<file path="src/rtl/prog_loader_pkg.sv">
// Shared definitions for the program loader: FSM state encodings,
// header length and byte-lane geometry of the 32-bit instruction word.
// Optional feature macro: PROG_LOADER_CHECKSUM_EN (adds the CSUM state).
package prog_loader_pkg;

  // Header carries a 16-bit little-endian word count.
  localparam int HDR_BYTES = 2;

  // Four byte lanes per 32-bit instruction word.
  localparam int LANES     = 4;
  localparam int LANE_W    = 2;
  localparam logic [LANE_W-1:0] LANE_LAST = 2'd3;

`ifdef PROG_LOADER_CHECKSUM_EN
  typedef enum logic [2:0] {
    ST_IDLE  = 3'd0,
    ST_LEN0  = 3'd1,
    ST_LEN1  = 3'd2,
    ST_DATA  = 3'd3,
    ST_WRITE = 3'd4,
    ST_DONE  = 3'd5,
    ST_ERROR = 3'd6,
    ST_CSUM  = 3'd7
  } state_t;
`else
  typedef enum logic [2:0] {
    ST_IDLE  = 3'd0,
    ST_LEN0  = 3'd1,
    ST_LEN1  = 3'd2,
    ST_DATA  = 3'd3,
    ST_WRITE = 3'd4,
    ST_DONE  = 3'd5,
    ST_ERROR = 3'd6
  } state_t;
`endif

endpackage

</file>
<file path="src/rtl/prog_loader_if.sv">
// Byte-stream input and program-memory write bus of the loader.
// master = the loader side, slave = the link / memory side.
interface prog_loader_if;
  logic [7:0]  rx_data;
  logic        rx_valid;
  logic        rx_ready;
  logic [31:0] addr_bus;
  logic [31:0] data_bus;
  logic        write_en;

  modport master (
    input  rx_data, rx_valid,
    output rx_ready, addr_bus, data_bus, write_en
  );

  modport slave (
    output rx_data, rx_valid,
    input  rx_ready, addr_bus, data_bus, write_en
  );
endinterface

</file>
<file path="src/rtl/prog_loader_word_assembler.sv">
// Assembles four accepted bytes into a little-endian 32-bit word.
// word_valid pulses in the cycle of the fourth byte; word already holds
// that byte in [31:24], so the caller can register it on the same edge.
module word_assembler
  import prog_loader_pkg::*;
(
  input  logic        clk,
  input  logic        reset,
  input  logic        clear,
  input  logic        byte_valid,
  input  logic [7:0]  byte_in,
  output logic [31:0] word,
  output logic        word_valid
);

  logic [LANE_W-1:0] lane_reg;
  logic [7:0]        lane_bytes [LANES-1];

  // Lane counter wraps 3 -> 0 after every fourth byte.
  always_ff @(posedge clk) begin
    if (reset || clear) begin
      lane_reg <= '0;
    end else if (byte_valid) begin
      lane_reg <= lane_reg + 1'b1;
    end
  end

  // One capture register per lower lane; the top lane comes straight from byte_in.
  for (genvar gi = 0; gi < LANES - 1; gi++) begin : g_lane
    always_ff @(posedge clk) begin
      if (reset || clear) begin
        lane_bytes[gi] <= '0;
      end else if (byte_valid && lane_reg == LANE_W'(gi)) begin
        lane_bytes[gi] <= byte_in;
      end
    end
    assign word[8*gi +: 8] = lane_bytes[gi];
  end

  assign word[31:24] = byte_in;
  assign word_valid  = byte_valid && (lane_reg == LANE_LAST);

endmodule

</file>
<file path="src/rtl/prog_loader.sv">
// Program loader: receives a length-prefixed byte stream, writes
// little-endian 32-bit words to program memory at byte addresses 4*i,
// and holds the CPU while loading.
// Optional feature macro: PROG_LOADER_CHECKSUM_EN (trailing XOR byte check).
module prog_loader
  import prog_loader_pkg::*;
#(
  parameter int MAX_WORDS = 513,
  parameter int CNT_W     = 16
) (
  input  logic         clk,
  input  logic         reset,
  input  logic         start,
  prog_loader_if.master bus,
  output logic         cpu_hold,
  output logic         busy,
  output logic         done,
  output logic         error
);

  localparam logic [CNT_W-1:0] MAX_CNT = CNT_W'(MAX_WORDS);
`ifdef PROG_LOADER_CHECKSUM_EN
  localparam state_t ST_FINAL = ST_CSUM;
`else
  localparam state_t ST_FINAL = ST_DONE;
`endif

  state_t            state_reg, state_next;
  logic [CNT_W-1:0]  count_reg;
  logic [CNT_W-1:0]  index_reg;
  logic [31:0]       addr_reg;
  logic [31:0]       data_reg;
  logic              rx_ready;
  logic              write_en;
  logic              load_start;
  logic              xfer;
  logic              data_byte;
  logic [CNT_W-1:0]  hdr_count;
  logic [CNT_W-1:0]  index_inc;
  logic [31:0]       word;
  logic              word_valid;
`ifdef PROG_LOADER_CHECKSUM_EN
  logic [7:0]        csum_reg;
`endif

  assign xfer      = bus.rx_valid && rx_ready;
  assign data_byte = xfer && (state_reg == ST_DATA);
  assign hdr_count = CNT_W'({bus.rx_data, count_reg[7:0]});
  assign index_inc = index_reg + 1'b1;

  word_assembler u_asm (
    .clk        (clk),
    .reset      (reset),
    .clear      (load_start),
    .byte_valid (data_byte),
    .byte_in    (bus.rx_data),
    .word       (word),
    .word_valid (word_valid)
  );

  // State register.
  always_ff @(posedge clk) begin
    if (reset) begin
      state_reg <= ST_IDLE;
    end else begin
      state_reg <= state_next;
    end
  end

  // Next-state and per-state outputs; status levels decode directly from state.
  always_comb begin
    state_next = state_reg;
    rx_ready   = 1'b0;
    write_en   = 1'b0;
    cpu_hold   = 1'b0;
    busy       = 1'b0;
    done       = 1'b0;
    error      = 1'b0;
    load_start = 1'b0;
    case (state_reg)
      ST_IDLE: begin
        if (start) begin
          load_start = 1'b1;
          state_next = ST_LEN0;
        end
      end
      ST_LEN0: begin
        rx_ready = 1'b1;
        cpu_hold = 1'b1;
        busy     = 1'b1;
        if (xfer) state_next = ST_LEN1;
      end
      ST_LEN1: begin
        rx_ready = 1'b1;
        cpu_hold = 1'b1;
        busy     = 1'b1;
        if (xfer) begin
          if (hdr_count == '0)          state_next = ST_FINAL;
          else if (hdr_count > MAX_CNT) state_next = ST_ERROR;
          else                          state_next = ST_DATA;
        end
      end
      ST_DATA: begin
        rx_ready = 1'b1;
        cpu_hold = 1'b1;
        busy     = 1'b1;
        if (word_valid) state_next = ST_WRITE;
      end
      ST_WRITE: begin
        write_en = 1'b1;
        cpu_hold = 1'b1;
        busy     = 1'b1;
        state_next = (index_inc == count_reg) ? ST_FINAL : ST_DATA;
      end
`ifdef PROG_LOADER_CHECKSUM_EN
      ST_CSUM: begin
        rx_ready = 1'b1;
        cpu_hold = 1'b1;
        busy     = 1'b1;
        if (xfer) state_next = (bus.rx_data == csum_reg) ? ST_DONE : ST_ERROR;
      end
`endif
      ST_DONE: begin
        done = 1'b1;
        if (start) begin
          load_start = 1'b1;
          state_next = ST_LEN0;
        end
      end
      ST_ERROR: begin
        cpu_hold = 1'b1;
        error    = 1'b1;
        if (start) begin
          load_start = 1'b1;
          state_next = ST_LEN0;
        end
      end
      default: state_next = ST_IDLE;
    endcase
  end

  // Header count, word index and the registered write address/data.
  always_ff @(posedge clk) begin
    if (reset) begin
      count_reg <= '0;
      index_reg <= '0;
      addr_reg  <= '0;
      data_reg  <= '0;
    end else begin
      if (load_start) index_reg <= '0;
      if (xfer && state_reg == ST_LEN0) count_reg <= CNT_W'(bus.rx_data);
      if (xfer && state_reg == ST_LEN1) count_reg <= hdr_count;
      // Captured on the fourth byte so the bus is valid throughout WRITE and held afterwards.
      if (word_valid) begin
        addr_reg <= {{(30-CNT_W){1'b0}}, index_reg, 2'b00};
        data_reg <= word;
      end
      if (state_reg == ST_WRITE) index_reg <= index_inc;
    end
  end

`ifdef PROG_LOADER_CHECKSUM_EN
  // Running XOR over data bytes only; header bytes are excluded.
  always_ff @(posedge clk) begin
    if (reset || load_start) begin
      csum_reg <= '0;
    end else if (data_byte) begin
      csum_reg <= csum_reg ^ bus.rx_data;
    end
  end
`endif

  assign bus.rx_ready = rx_ready;
  assign bus.write_en = write_en;
  assign bus.addr_bus = addr_reg;
  assign bus.data_bus = data_reg;

endmodule

</file>
<file path="src/flat_wrapper.sv">
// flat-port wrapper written by rule: the top's interface ports become plain ports
module prog_loader_flat import prog_loader_pkg::*;
#(
  parameter int MAX_WORDS = 513,
  parameter int CNT_W     = 16
)
  (clk, reset, start, cpu_hold, busy, done, error, bus_rx_data, bus_rx_valid, bus_rx_ready, bus_addr_bus, bus_data_bus, bus_write_en);
  prog_loader_if bus_i ();
  input  logic clk;
  input  logic reset;
  input  logic start;
  output logic cpu_hold;
  output logic busy;
  output logic done;
  output logic error;
  input wire logic [$bits(bus_i.rx_data)-1:0] bus_rx_data;
  input wire logic [$bits(bus_i.rx_valid)-1:0] bus_rx_valid;
  output wire logic [$bits(bus_i.rx_ready)-1:0] bus_rx_ready;
  output wire logic [$bits(bus_i.addr_bus)-1:0] bus_addr_bus;
  output wire logic [$bits(bus_i.data_bus)-1:0] bus_data_bus;
  output wire logic [$bits(bus_i.write_en)-1:0] bus_write_en;
  assign bus_i.rx_data = bus_rx_data;
  assign bus_i.rx_valid = bus_rx_valid;
  assign bus_rx_ready = bus_i.rx_ready;
  assign bus_addr_bus = bus_i.addr_bus;
  assign bus_data_bus = bus_i.data_bus;
  assign bus_write_en = bus_i.write_en;
  prog_loader #(.MAX_WORDS(MAX_WORDS), .CNT_W(CNT_W)) u_core (.clk(clk), .reset(reset), .start(start), .bus(bus_i), .cpu_hold(cpu_hold), .busy(busy), .done(done), .error(error));
endmodule
</file>
<file path="config.mk">
export PLATFORM = sky130hd
export DESIGN_NAME = prog_loader_flat
export DESIGN_NICKNAME = d
export VERILOG_FILES = /design/src/rtl/prog_loader_pkg.sv /design/src/rtl/prog_loader_if.sv /design/src/rtl/prog_loader_word_assembler.sv /design/src/rtl/prog_loader.sv /design/src/flat_wrapper.sv
export SDC_FILE = /design/constraint.sdc
export NUM_CORES = 1
export LEC_CHECK = 0
export BUFFER_PORTS_ARGS = -buffer_cell sky130_fd_sc_hd__buf_2
export CORE_MARGIN = 2
export CORE_UTILIZATION = 51
export DETAILED_ROUTE_END_ITERATION = 10
export PLACE_DENSITY_LB_ADDON = 0.2
export SKIP_LAST_GASP = 1
export SLEW_MARGIN = 20
export SYNTH_ARGS = -nofsm -noshare
export SYNTH_HDL_FRONTEND = slang
export SYNTH_SLANG_ARGS = --single-unit
</file>
<file path="constraint.sdc">
create_clock -name clk -period 2.1 [get_ports clk]
set_input_delay 0.63 -clock clk [delete_from_list [all_inputs] [get_ports clk]]
set_output_delay 0.63 -clock clk [all_outputs]
set_load 0.02 [all_outputs]
</file>
==> impl_metrics.tcl, run 1 <==
set metrics [dict create \
    status "complete, no violations" \
    power.density_mw_per_mm2 814 \
    drv_cap 0 \
    initial_utilization_pct 51.9 \
    rsz0062_at_grt "true" \
    htreeDepth 3 \
    yosysTopAreaCellShare_pct 34.0 \
    rows 36 \
    regToRegStartpoint "u_core.index_reg[9]" \
    synth_edf_count 24 \
    grt.overflow.total 0 \
    start_kind "register" \
    die_area_sq_mm 0.0106 \
    portBuffers 65 \
    use_met2_pct 38.9 \
    finalPower_w 0.00475 \
    hold_buffers 0 \
    nets 676 \
    routedWlPerCell_microns 14.1 \
    cp_slowest_cell "or4_4" \
    min_path_type "reg -> reg" \
    ant_nets 0 \
    ys_warn_count 0 \
    worstPathRequired_ns 2.36 \
    cts_buffers 9 \
    max_freq_ghz 0.476 \
    synth_area_per_cell_sq_um 8.78 \
    synthesis.area_sq_mm 0.00500 \
    wl_mm 11.2 \
    synth_ff_type "dfxtp_1" \
    drc 0 \
    min-delay-start "bus_data_bus[16]" \
    diodes 0 \
    crit_start "u_core.index_reg[9]" \
    gr-usage-all-layers_pct 21.9 \
    synth-async-reset-ratio_pct 0 \
    crit_chain "nand4_2 > or4_4 > xnor2_1 > nor4_1 > nand4_1 > o311a_1" \
    critical-path-top-delay-family "simple AND/OR/NAND/NOR gates" \
    finalCritPeriodShare_pct 100 \
    grt_pass1_vias 3754 \
    grt_use_met3_pct 3.32 \
    clk_pin_slew_worst_paths_ns 0.10 \
    setup_viol 0 \
    ys_types 60 \
    dp_cells 778 \
    worstMarginPinSlew_ns 0.538 \
    seq_area_frac_synth_pct 48.4 \
    finalHoldViolCount 0 \
    crit_path_end_kind "register" \
    fin_worst_skew_ns 0.00557 \
    netlist_instances 570 \
    max_stage_delay_ns 0.55 \
    irDropWorstVdd_uv 449 \
    drive_gt1_share_pct 23.3 \
    via_count 4117 \
    p_leak_nw 2.34 \
    dr.pass1.iters 6 \
    fin_util_pct 60.5 \
    clock-sinks 109 \
    ys_ff_latch 109 \
    boundaryPins 82 \
    die_h_microns 103 \
    die_x_microns 103 \
    path_class "reg -> reg" \
    slew_headroom_pct 64.0 \
    dp_hpwl_mm 8.24 \
    whs_ns 0.456 \
    layout_min_cycle_time_ns 2.10 \
    final.setup.tns_ns 0 \
    antenna_found_initial 0 \
    core_area_sq_mm 0.00964 \
    vias_per_cell 5.17 \
    cts_buffer_depth 2 \
    grt_busiest_layer "met2" \
    stdcell_count 797 \
    synth_area_leaders "dfxtp_1 (34%), edfxtp_1 (14%), nand2_1 (9.2%)" \
    cts_tree "yes" \
    arrival_ns 2.36 \
    grt_pass1_wl_mm 17.8 \
    gr-usage-met1_pct 26.7 \
    worst-path-buf-inv 0 \
    slew_viol_final 0 \
    grt_max_degree 43 \
    area_growth_pct 16.6 \
    clock_latency_ns 0.37 \
    cp_max_fo 2 \
    gp_congestion 0.892 \
    cts_root_buf "clkbuf_8" \
    synth_largest_area_cell "dfxtp_1" \
    drtIter0Drc 180 \
]
==> final timing paths <==
check / slack (ns) / cells past startpoint / end
worst max-delay path: 0.0007 / 6 / u_core.state_reg[1]
worst min register to register: 0.46 / 2 / bus_data_bus[16]
worst max register to register: 0.0007 / 6 / u_core.state_reg[1]
worst min-delay path: 0.46 / 2 / bus_data_bus[16]
==> cell usage after synthesis (all sizes together) (2+ instances only) <==
master,number
nor2,48
nand3,9
nand3b,2
xnor2,19
nand4,5
edfxtp,24
nor3,7
xor2,7
nand2,124
a21oi,68
ha,5
inv,10
or4,5
a22oi,11
mux2i,8
a211oi,3
a21o,2
a31oi,4
and4,2
dfxtp,85
o21ai,12
o211ai,4
clkbuf,17
o311a,3
buf,35
and2,25
nor4,8
==> routing by layer <==
layer	up-vias	wire length [microns]
met4	0	170
met2	97	5680
met3	14	510
li1	2085	-
met1	1921	4840
met5	-	0
==> cell type report <==
type / instances / area [sq um]
Fill cell: 914 / 3800
Sequential cell: 109 / 2430
Multi-Input combinational cell: 414 / 2300
Timing Repair Buffer: 115 / 726
Tap cell: 133 / 166
Clock buffer: 10 / 128
Clock inverter: 6 / 48.8
Inverter: 10 / 37.5
==> timing repair <==
action	CTS	global route
endpoints found under the setup margin	5	4
pin swaps	3	2
resized for setup	5	2
setup buffers	1	2
==> stage by stage <==
| step | setup slack [ns] | cell area [sq um] |
|---|---|---|
| CTS | 0.000827 | 5820 |
| global route | -0.0457 | 5830 |
| finish | 0.000668 | 5830 |
| floorplan | 0.0171 | 5060 |
| global placement | -0.123 | 5620 |
| detailed placement | -0.121 | 5620 |
==> kinds of logic (layout without fill, tap and decap cells) <==
family,Yosys count,in the layout,synth area share [%]
simple gates,241,241,22.9
compound gates,117,117,14.2
flops,109,109,48.4
buf+inv,62,141,6.88
xor+xnor,26,26,4.55
mux,8,8,1.60
fa+ha+maj,6,6,1.45
other cells,1,16,0.0749
==> layout by cell type, fill, tap and decap left out, types with 3 or more instances in the layout <==
master and instances:
nand2_1 123, dfxtp_1 79, a21oi_1 68, buf_2 65, buf_4 48, nor2_1 45, and2_1 25, edfxtp_1 24
xnor2_1 19, conb_1 16, o21ai_0 12, inv_1 10, a22oi_1 9, clkbuf_8 9, mux2i_1 8, xor2_1 7
nor4_1 7, nand3_1 7, nor3_1 6, dfxtp_2 6, ha_1 5, o211ai_1 4, a31oi_1 4, nand4_1 3
o311a_1 3, a211oi_1 3
==> where the power goes <==
part           internal [W]  switching, W  total, W  leakage, nW
clock network      0.000442      0.000709   0.00115       0.0844
logic              0.000455      0.000687   0.00114         1.31
registers           0.00232      0.000133   0.00245        0.948
total               0.00322       0.00153   0.00475         2.34
==> worst reg2reg max path: stages, from the launching register on <==
cell	delay (ns)
dfxtp_1	0.36
nand4_2	0.14
or4_4	0.55
xnor2_1	0.15
nor4_1	0.23
nand4_1	0.20
o311a_1	0.38
Note: power is estimated with default switching activity, not from simulation.
==> inputs of run 2 (changes only) <==
--- a/config.mk
+++ b/config.mk
@@ -6,9 +6,12 @@
 export NUM_CORES = 1
 export LEC_CHECK = 0
 export BUFFER_PORTS_ARGS = -buffer_cell sky130_fd_sc_hd__buf_2
+export CELL_PAD_IN_SITES_DETAIL_PLACEMENT = 0
+export CELL_PAD_IN_SITES_GLOBAL_PLACEMENT = 1
 export CORE_MARGIN = 2
-export CORE_UTILIZATION = 51
+export CORE_UTILIZATION = 38
 export DETAILED_ROUTE_END_ITERATION = 10
+export HOLD_SLACK_MARGIN = 0.15
 export PLACE_DENSITY_LB_ADDON = 0.2
 export SKIP_LAST_GASP = 1
 export SLEW_MARGIN = 20
==> run 2 against run 1 <==
Clock-buffer cell count rose by 1; flip-flop and latch count is the same; die area rose by 33%; non-clock buffer count up 1; clock power increased by 41%; critical path type unchanged; sequential power is essentially flat; largest power group unchanged; cell count is 5.0% higher; highest routed layer unchanged; first-iteration DRC count increased by 32%; worst hold slack got worse by 0.0050 ns; register-to-register slack improved by 0.07 ns; worst setup slack better by 0.066 ns.
==> impl_metrics.tcl, run 2 (synthesized netlist as in run 1, its figures left out) <==
set metrics [dict create \
    status "complete, no violations" \
    power.density_mw_per_mm2 872 \
    die_h_microns 119 \
    grt_pass1_wl_mm 19.5 \
    mostFrequentLayoutCell "nand2_1" \
    p_sw_w 0.00163 \
    whs_ns 0.451 \
    setup_viol 0 \
    arrival_ns 2.27 \
    drtIter0Drc 237 \
    grt.overflow.total 0 \
    wl_mm 12.1 \
    p_seq_share_pct 46.8 \
    grt_use_met3_pct 2.75 \
    post-cts-setup-buffers 0 \
    path_class "reg -> reg" \
    via_count 4064 \
    p_clk_share_pct 30.8 \
    drc 0 \
    clk_pin_slew_worst_paths_ns 0.07 \
    cts_root_buf "clkbuf_16" \
    gr-usage-all-layers_pct 17.4 \
    worstPathRequired_ns 2.34 \
    initial_utilization_pct 39.3 \
    dr.pass1.iters 4 \
    fin_worst_skew_ns 0.0108 \
    clock-sinks 109 \
    dpl_cell_area_sq_mm 0.00571 \
    vias_per_cell 4.86 \
    gr-usage-met1_pct 24.1 \
    mostFrequentLayoutCells "nand2_1 (123), dfxtp_1 (80), a21oi_1 (68)" \
    core_area_sq_mm 0.0127 \
    area_growth_pct 20.5 \
    dp_slack_ns -0.306 \
    p_sw_share_pct 31.1 \
    dp_hpwl_mm 8.76 \
    use_met2_pct 27.6 \
    min_path_type "reg -> reg" \
    antenna_found_initial 0 \
    max_stage_delay_ns 0.51 \
    die_area_sq_mm 0.0141 \
    rsz0062_at_grt "true" \
    cp_slowest_cell "or4_4" \
    final.setup.tns_ns 0 \
    grt_busiest_layer "met2" \
    finalCritPeriodShare_pct 96.8 \
    worstMarginPinSlew_ns 0.521 \
    finish.instance_area_sq_mm 0.00603 \
    diodes 0 \
    slew_headroom_pct 65.1 \
    fin_ws_ns 0.0669 \
    portBuffers 65 \
    rows 41 \
    max_freq_ghz 0.492 \
    pwr-share-comb_pct 22.4 \
    cts_buffers 9 \
    crit_path_end_kind "register" \
    routedWlPerCell_microns 14.5 \
    die_x_microns 119 \
    finalHoldViolCount 0 \
    drive_gt1_share_pct 23.5 \
    p_leak_nw 2.40 \
    drv_cap 0 \
    htreeDepth 3 \
    layout_min_cycle_time_ns 2.03 \
    grt_max_degree 45 \
    boundaryPins 82 \
    irDropWorstVdd_uv 363 \
    crit_chain "nand4_2 > or4_4 > xnor2_1 > nor4_2 > nand4_1 > o311a_1" \
    nets 677 \
    gp_congestion 0.842 \
    cts_buffer_depth 2 \
    clock_latency_ns 0.35 \
    cts_tree "yes" \
    p_int_w 0.00362 \
    ant_nets 0 \
    start_kind "register" \
    cp_max_fo 5 \
    grt_pass1_vias 3748 \
    slew_viol_final 0 \
]
==> run 2: changes by cell type in the layout (fill, tap and decap cells not counted), sizes merged <==
cell,delta
clkbuf,+1
clkinvlp,-1
inv,+3
clkinv,-3
buf,+1
==> run 2: worst paths after layout <==
check                           depth (start not counted)  slack, ns                   to           startpoint
worst max-delay path                                    6       0.07  u_core.state_reg[1]  u_core.index_reg[1]
worst min-delay path                                    2       0.45     bus_data_bus[11]     bus_data_bus[11]
worst max register to register                          6       0.07  u_core.state_reg[1]  u_core.index_reg[1]
worst min register to register                          2       0.45     bus_data_bus[11]     bus_data_bus[11]
==> run 2: critical path, delay by kind of cell, from the launching register on <==
kind / cells / cell delay [ns]
flops: 1 / 0.39
compound gates: 1 / 0.38
simple gates: 4 / 0.99
xor+xnor: 1 / 0.17
==> run 2: per-stage QoR <==
step	utilization [%]	std cells	total power, W
final	47.4	837	0.00526
after global routing	47.4	837	0.00552
after floorplan	-	585	0.00331
after CTS	47.1	837	0.00528
after detailed placement	44.9	821	0.00366
after global placement	44.9	821	0.00364
==> run 2: layout make-up <==
type	count	area, sq um
multi-input combinational	414	2320
clock buffer	11	233
sequential	109	2440
fill	1318	6700
tap	172	215
inverter	10	37.5
timing repair buffer	116	746
clock inverter	5	42.5
==> run 2: metal layers <==
metal  part of all wire [%]  vias to the layer above
li1                       -                     2094
met1                     48                     1883
met2                     48                       75
met3                    3.2                       12
met4                    1.4                        0
met5                      0                        -
==> run 2: power by group through the flow <==
stage                     sequential (W)  combinational (W)  clock, W
after floorplan                  0.00242           0.000889         0
after global placement           0.00249            0.00115         0
after detailed placement         0.00249            0.00117         0
after CTS                        0.00245            0.00117   0.00166
after global routing             0.00248            0.00130   0.00174
final                            0.00246            0.00118   0.00162
==> run 2: what timing repair did <==
action / 4_1_cts / 5_1_grt
setup endpoints to repair: 5 / 5
pin swaps: 1 / 0
resized for setup: 4 / 8
hold buffers: 0 / 0
